<file path="config.mk">
export PLATFORM = sky130hd
export DESIGN_NAME = hazard_stall_ctrl_flat
export DESIGN_NICKNAME = d
export VERILOG_FILES = /design/src/rtl/hazard_stall_if.sv /design/src/rtl/hazard_stall_ctrl.sv /design/src/flat_wrapper.sv
export SDC_FILE = /design/constraint.sdc
export NUM_CORES = 1
export LEC_CHECK = 0
export ABC_AREA = 1
export BUFFER_PORTS_ARGS = -buffer_cell sky130_fd_sc_hd__buf_2
export CORE_UTILIZATION = 37
export DETAILED_ROUTE_END_ITERATION = 12
export PLACE_DENSITY_LB_ADDON = 0.08
export SKIP_LAST_GASP = 1
export SYNTH_ARGS = -nofsm -noshare
export SYNTH_HDL_FRONTEND = slang
export SYNTH_SLANG_ARGS = --single-unit
</file>
<file path="constraint.sdc">
create_clock -name clk -period 1.83 [get_ports clk]
set_clock_uncertainty 0.1 [all_clocks]
set_input_delay 0.4575 -clock clk [delete_from_list [all_inputs] [get_ports clk]]
set_output_delay 0.4575 -clock clk [all_outputs]
set_load 0.02 [all_outputs]
</file>
<file path="src/rtl/hazard_stall_if.sv">
// Pipeline-hazard handshake bundle: ID/EX/MEM register fields and cache-busy flags in,
// stall/flush/bubble controls and perf counters out.
interface hazard_stall_if;
  logic [4:0]  IF_ID_rs1;
  logic [4:0]  IF_ID_rs2;
  logic        IF_ID_jalr;
  logic [4:0]  ID_EX_rd;
  logic        ID_EX_regwrite;
  logic        ID_EX_memread;
  logic [4:0]  EX_MEM_rd;
  logic        EX_MEM_memread;
  logic        redirect;
  logic        icache_stall;
  logic        dcache_stall;
  logic        PC_write;
  logic        IF_ID_write;
  logic        IF_ID_flush;
  logic        ID_EX_bubble;
  logic        pipe_freeze;
  logic [1:0]  ctrl_state;
  logic [15:0] lu_stall_cnt;
  logic [15:0] mem_stall_cnt;

  modport master (
    output IF_ID_rs1, IF_ID_rs2, IF_ID_jalr, ID_EX_rd, ID_EX_regwrite, ID_EX_memread,
           EX_MEM_rd, EX_MEM_memread, redirect, icache_stall, dcache_stall,
    input  PC_write, IF_ID_write, IF_ID_flush, ID_EX_bubble, pipe_freeze, ctrl_state,
           lu_stall_cnt, mem_stall_cnt
  );

  modport slave (
    input  IF_ID_rs1, IF_ID_rs2, IF_ID_jalr, ID_EX_rd, ID_EX_regwrite, ID_EX_memread,
           EX_MEM_rd, EX_MEM_memread, redirect, icache_stall, dcache_stall,
    output PC_write, IF_ID_write, IF_ID_flush, ID_EX_bubble, pipe_freeze, ctrl_state,
           lu_stall_cnt, mem_stall_cnt
  );
endinterface

</file>
<file path="src/rtl/hazard_stall_ctrl.sv">
// Hazard/stall controller: load-use and JALR interlocks, cache freeze with deferred redirect flush.
// Define HAZARD_PERF_EN to build the saturating stall performance counters (tied to 0 otherwise).
module hazard_stall_ctrl (
  input  logic clk,
  input  logic rst_n,
  hazard_stall_if.slave bus
);

  typedef enum logic [1:0] {
    RUN        = 2'd0,
    FREEZE     = 2'd1,
    FLUSH_PEND = 2'd2
  } state_e;

  state_e state_q, state_d;
  logic   pend_q, pend_d;

  logic cache_stall, lu_haz, jr_haz, hazard, run_cycle;
  logic pc_w, ifid_w, flush, bubble, freeze;

  assign cache_stall = bus.icache_stall | bus.dcache_stall;

  assign lu_haz = bus.ID_EX_memread && (bus.ID_EX_rd != 5'd0) &&
                  ((bus.ID_EX_rd == bus.IF_ID_rs1) || (bus.ID_EX_rd == bus.IF_ID_rs2));

  // JALR reads rs1 in ID, so both an EX writer and a MEM-stage load interlock it.
  assign jr_haz = bus.IF_ID_jalr && (bus.IF_ID_rs1 != 5'd0) &&
                  ((bus.ID_EX_regwrite && (bus.ID_EX_rd == bus.IF_ID_rs1)) ||
                   (bus.EX_MEM_memread && (bus.EX_MEM_rd == bus.IF_ID_rs1)));

  assign hazard = lu_haz | jr_haz;

  always_comb begin
    state_d   = state_q;
    pend_d    = pend_q;
    pc_w      = 1'b0;
    ifid_w    = 1'b0;
    flush     = 1'b0;
    bubble    = 1'b0;
    freeze    = 1'b0;
    run_cycle = 1'b0;

    case (state_q)
      RUN: begin
        if (cache_stall) begin
          freeze  = 1'b1;
          state_d = FREEZE;
          pend_d  = bus.redirect;
        end else begin
          run_cycle = 1'b1;
        end
      end
      FREEZE: begin
        if (cache_stall) begin
          freeze = 1'b1;
          pend_d = pend_q | bus.redirect;
        end else if (pend_q) begin
          // Hold the front end one more cycle; the flush fires from FLUSH_PEND.
          state_d = FLUSH_PEND;
        end else begin
          run_cycle = 1'b1;
          state_d   = RUN;
        end
      end
      FLUSH_PEND: begin
        if (cache_stall) begin
          freeze  = 1'b1;
          state_d = FREEZE;
          pend_d  = 1'b1;
        end else begin
          flush   = 1'b1;
          pc_w    = 1'b1;
          ifid_w  = 1'b1;
          state_d = RUN;
          pend_d  = 1'b0;
        end
      end
      default: begin
        state_d = RUN;
        pend_d  = 1'b0;
      end
    endcase

    if (run_cycle) begin
      if (bus.redirect) begin
        pc_w   = 1'b1;
        ifid_w = 1'b1;
        flush  = 1'b1;
        bubble = hazard;
      end else if (hazard) begin
        bubble = 1'b1;
      end else begin
        pc_w   = 1'b1;
        ifid_w = 1'b1;
      end
    end
  end

  always_ff @(posedge clk or negedge rst_n) begin
    if (!rst_n) begin
      state_q <= RUN;
      pend_q  <= 1'b0;
    end else begin
      state_q <= state_d;
      pend_q  <= pend_d;
    end
  end

  // Controls are combinational, so gate them to keep the pipeline quiet while in reset.
  assign bus.PC_write     = rst_n & pc_w;
  assign bus.IF_ID_write  = rst_n & ifid_w;
  assign bus.IF_ID_flush  = rst_n & flush;
  assign bus.ID_EX_bubble = rst_n & bubble;
  assign bus.pipe_freeze  = rst_n & freeze;
  assign bus.ctrl_state   = state_q;

`ifdef HAZARD_PERF_EN
  logic        lu_stall;
  logic [15:0] lu_cnt_q, lu_cnt_d;
  logic [15:0] mem_cnt_q, mem_cnt_d;

  assign lu_stall = run_cycle & ~bus.redirect & hazard;

  always_comb begin
    lu_cnt_d  = lu_cnt_q;
    mem_cnt_d = mem_cnt_q;
    if (lu_stall && (lu_cnt_q != 16'hFFFF))
      lu_cnt_d = lu_cnt_q + 16'd1;
    if (freeze && (mem_cnt_q != 16'hFFFF))
      mem_cnt_d = mem_cnt_q + 16'd1;
  end

  always_ff @(posedge clk or negedge rst_n) begin
    if (!rst_n) begin
      lu_cnt_q  <= 16'd0;
      mem_cnt_q <= 16'd0;
    end else begin
      lu_cnt_q  <= lu_cnt_d;
      mem_cnt_q <= mem_cnt_d;
    end
  end

  assign bus.lu_stall_cnt  = lu_cnt_q;
  assign bus.mem_stall_cnt = mem_cnt_q;
`else
  assign bus.lu_stall_cnt  = 16'd0;
  assign bus.mem_stall_cnt = 16'd0;
`endif

endmodule

</file>
<file path="src/flat_wrapper.sv">
// flat-port wrapper written by rule: the top's interface ports become plain ports
module hazard_stall_ctrl_flat 
  (clk, rst_n, bus_IF_ID_rs1, bus_IF_ID_rs2, bus_IF_ID_jalr, bus_ID_EX_rd, bus_ID_EX_regwrite, bus_ID_EX_memread, bus_EX_MEM_rd, bus_EX_MEM_memread, bus_redirect, bus_icache_stall, bus_dcache_stall, bus_PC_write, bus_IF_ID_write, bus_IF_ID_flush, bus_ID_EX_bubble, bus_pipe_freeze, bus_ctrl_state, bus_lu_stall_cnt, bus_mem_stall_cnt);
  hazard_stall_if bus_i ();
  input  logic clk;
  input  logic rst_n;
  input wire logic [$bits(bus_i.IF_ID_rs1)-1:0] bus_IF_ID_rs1;
  input wire logic [$bits(bus_i.IF_ID_rs2)-1:0] bus_IF_ID_rs2;
  input wire logic [$bits(bus_i.IF_ID_jalr)-1:0] bus_IF_ID_jalr;
  input wire logic [$bits(bus_i.ID_EX_rd)-1:0] bus_ID_EX_rd;
  input wire logic [$bits(bus_i.ID_EX_regwrite)-1:0] bus_ID_EX_regwrite;
  input wire logic [$bits(bus_i.ID_EX_memread)-1:0] bus_ID_EX_memread;
  input wire logic [$bits(bus_i.EX_MEM_rd)-1:0] bus_EX_MEM_rd;
  input wire logic [$bits(bus_i.EX_MEM_memread)-1:0] bus_EX_MEM_memread;
  input wire logic [$bits(bus_i.redirect)-1:0] bus_redirect;
  input wire logic [$bits(bus_i.icache_stall)-1:0] bus_icache_stall;
  input wire logic [$bits(bus_i.dcache_stall)-1:0] bus_dcache_stall;
  output wire logic [$bits(bus_i.PC_write)-1:0] bus_PC_write;
  output wire logic [$bits(bus_i.IF_ID_write)-1:0] bus_IF_ID_write;
  output wire logic [$bits(bus_i.IF_ID_flush)-1:0] bus_IF_ID_flush;
  output wire logic [$bits(bus_i.ID_EX_bubble)-1:0] bus_ID_EX_bubble;
  output wire logic [$bits(bus_i.pipe_freeze)-1:0] bus_pipe_freeze;
  output wire logic [$bits(bus_i.ctrl_state)-1:0] bus_ctrl_state;
  output wire logic [$bits(bus_i.lu_stall_cnt)-1:0] bus_lu_stall_cnt;
  output wire logic [$bits(bus_i.mem_stall_cnt)-1:0] bus_mem_stall_cnt;
  assign bus_i.IF_ID_rs1 = bus_IF_ID_rs1;
  assign bus_i.IF_ID_rs2 = bus_IF_ID_rs2;
  assign bus_i.IF_ID_jalr = bus_IF_ID_jalr;
  assign bus_i.ID_EX_rd = bus_ID_EX_rd;
  assign bus_i.ID_EX_regwrite = bus_ID_EX_regwrite;
  assign bus_i.ID_EX_memread = bus_ID_EX_memread;
  assign bus_i.EX_MEM_rd = bus_EX_MEM_rd;
  assign bus_i.EX_MEM_memread = bus_EX_MEM_memread;
  assign bus_i.redirect = bus_redirect;
  assign bus_i.icache_stall = bus_icache_stall;
  assign bus_i.dcache_stall = bus_dcache_stall;
  assign bus_PC_write = bus_i.PC_write;
  assign bus_IF_ID_write = bus_i.IF_ID_write;
  assign bus_IF_ID_flush = bus_i.IF_ID_flush;
  assign bus_ID_EX_bubble = bus_i.ID_EX_bubble;
  assign bus_pipe_freeze = bus_i.pipe_freeze;
  assign bus_ctrl_state = bus_i.ctrl_state;
  assign bus_lu_stall_cnt = bus_i.lu_stall_cnt;
  assign bus_mem_stall_cnt = bus_i.mem_stall_cnt;
  hazard_stall_ctrl u_core (.clk(clk), .rst_n(rst_n), .bus(bus_i));
endmodule
</file>
==> out/qor.yml <==
run_status:
  outcome: "finished, violations left"
  violations: "setup timing"
synth:
  yosys.area_share.simple_pct: 31.7
  synthTopCellsByCount: "buf_4 (33), nand2_1 (26), inv_1 (16)"
  synthCells: 119
  syn_area_per_cell_um2: 6.14
  yosysMostFrequentCell: "buf_4"
  ys_seq_elements: 3
  muxShareOfSynthArea_pct: 0
  synth_top_cell_by_area: "buf_4"
  synth-edff-count: 0
  synth_top_family_by_area: "buffers and inverters"
  synthesis.area_um2: 731
  synth_fa_ha_area_share_pct: 0
  ys_async_sr_fraction_pct: 100
  synth.top_cells.by_area: "buf_4 (34%), nand2_1 (13%), dfrtp_1 (10%), inv_1 (8.2%), xor2_1 (6.0%)"
  synth_compound_area_share_pct: 5.99
  synth_cell_type_count: 20
  synth_xor_area_share_pct: 8.39
  seq_area_frac_synth_pct: 10.3
  yosysWarnings: 0
  synth_flop_cell: "dfrtp_1"
  synth_top_area_share_pct: 33.9
die:
  num_rows: 15
  die_h_um: 46.4
  core_um2: 1780
  dieArea_um2: 2160
  start_util_pct: 41.0
  die_x_um: 46.4
  pin_count: 68
timing:
  period_needed_ns: 2.01
  rsz0062_at_grt: "yes"
  slew_viol_final: 0
  finalHoldViolCount: 0
  finalSetupViolCount: 4
  tns_ns: -0.515
  finalCritPeriodShare_pct: 110
  max_freq_ghz: 0.498
  fin_ws_ns: -0.177
drt:
  viasPerCell: 3.92
  ant_nets: 0
  drtIter0Drc: 12
  drc: 0
  first_pass_iters: 4
  wire_per_inst_um: 7.88
  drt_wl_total_um: 1470
  vias: 730
power:
  power.total_mw: 0.424
  ir_drop_mv: 0.292
  powerDensity_nw_per_um2: 448
  p_leak_nw: 0.586
setup_path:
  cp.arrival_ns: 1.45
  path_class: "reg -> out"
  cp-end-kind: "output pin"
  cp.required_ns: 1.27
  path_max_fanout: 3
  critPathLaunchType: "register"
  r2r_setup_slack_ns: 0.76
clocking:
  clock_path_buffers: 2
  hold_buffers: 0
  worstSkewPairLatency_ns: 0.23
  cts_tree: "yes"
  htree_levels: 1
  root_buffer: "clkbuf_4"
  clkTransAtPathRegs_ns: 0.04
  clock-sinks: 3
  cts_buffers: 3
run:
  drv_cap: 0
global_route:
  grt_max_degree: 5
  track_usage_pct: 13.3
  grt-ovfl-total: 0
  grt_pass1_vias: 555
  grt_pass1_wl_um: 2110
  antenna_found_initial: 0
placed_design:
  portBuffers: 35
  dpl.hpwl_um: 1230
  gp_congestion: 0.760
cells_and_area:
  antennaDiodeCount: 0
  fin_nets: 191
  layout-drive-gt1-share_pct: 39.1
  fill_cells: 195
  syn2layout_area_growth_pct: 29.6
min_path:
  min_path_type: "in -> async"
[state kept, by name (all words and copies together) (netlist names)]
name	count
u_core.bus.ctrl_state	2
u_core.pend_q	1
[per-layer routing]
metal	track usage, %	share of wire (%)
met1	18.3	45
met2	21.9	47
met3	0	7.1
met4	5.29	1.2
met5	0	0
[cell usage in the layout (no fill, tap or decap), types with 2 or more instances in the layout]
cell type | synthesis | layout
conb_1 | 1 | 32
buf_2 | 0 | 26
nand2_1 | 26 | 23
inv_1 | 16 | 10
nor2_1 | 10 | 10
inv_2 | 2 | 8
buf_6 | 0 | 8
buf_4 | 33 | 6
xor2_1 | 5 | 5
nand3_1 | 5 | 5
nand2_2 | 1 | 4
nand4_1 | 3 | 3
clkbuf_4 | 0 | 3
nor2_2 | 2 | 2
xnor2_1 | 2 | 2
o21ai_0 | 3 | 2
dfrtp_2 | 0 | 2
[critical path, cell delays in order, from the launching register on]
cell     delay (ns)
dfrtp_2        0.40
a21oi_2        0.14
inv_2          0.06
nor4_4         0.17
nand2_1        0.08
o21a_1         0.14
nand2_2        0.07
buf_2          0.16
[stage by stage]
step / instance area (um^2) / cells / hold slack, ns / setup WS [ns] / utilization [%]
2_1_floorplan: 856 / 150 / 0.0619 / 0.00222 / -
3_3_place_gp: 833 / 180 / 0.248 / -0.166 / 46.7
3_5_place_dp: 833 / 180 / 0.252 / -0.168 / 46.7
4_1_cts: 916 / 185 / 0.00665 / -0.193 / 51.4
5_1_grt: 947 / 186 / 0.0120 / -0.304 / 53.1
6_report: 947 / 186 / 0.0165 / -0.177 / 53.1
[path summary, 6_finish.rpt]
path | start | endpoint | cells after the start
worst max-delay path | u_core.bus.ctrl_state[0]$_DFFE_PN0P_ | bus_PC_write | 7
worst min-delay path | rst_n | u_core.pend_q$_DFFE_PN0P_ | 2
worst max register to register | u_core.bus.ctrl_state[0]$_DFFE_PN0P_ | u_core.pend_q$_DFFE_PN0P_ | 4
worst min register to register | u_core.pend_q$_DFFE_PN0P_ | u_core.bus.ctrl_state[1]$_DFFE_PN0P_ | 2
max in group asynchronous | rst_n | u_core.bus.ctrl_state[0]$_DFFE_PN0P_ | 2
min in group clk | bus_redirect | u_core.pend_q$_DFFE_PN0P_ | 3
[report_power, final]
| part | leakage [nW] | internal [mW] | switching [mW] |
|---|---|---|---|
| logic | 0.538 | 0.0818 | 0.148 |
| clock network | 0.0150 | 0.0816 | 0.0331 |
| registers | 0.0331 | 0.0742 | 0.00521 |
[final cells by class]
type | instances | area [um^2] | share of cell area [%]
Clock buffer | 4 | 26.3 | 2.77
Tap cell | 25 | 31.3 | 3.30
Timing Repair Buffer | 40 | 265 | 28.0
Inverter | 18 | 67.6 | 7.13
Sequential cell | 3 | 77.6 | 8.19
Multi-Input combinational cell | 96 | 479 | 50.6
[cell families (layout without fill, tap and decap cells)]
kind of cell | count (synthesis) | after routing
AOI/OAI and AO/OA | 7 | 7
xor gates and xnor gates | 7 | 7
buffers and inverters | 51 | 62
DFF | 3 | 3
other | 1 | 32
and+or+nand+nor | 50 | 50
[timing repair]
| action | 4_1_cts | 5_1_grt |
|---|---|---|
| endpoints found under the setup margin | 5 | 5 |
| pin swaps | 14 | 14 |
| cloned | 0 | 0 |
| hold endpoints to repair | 0 | 0 |
| resized for setup | 18 | 9 |
| buffers inserted | 1 | 1 |
Power figures use the tool's default switching activity.
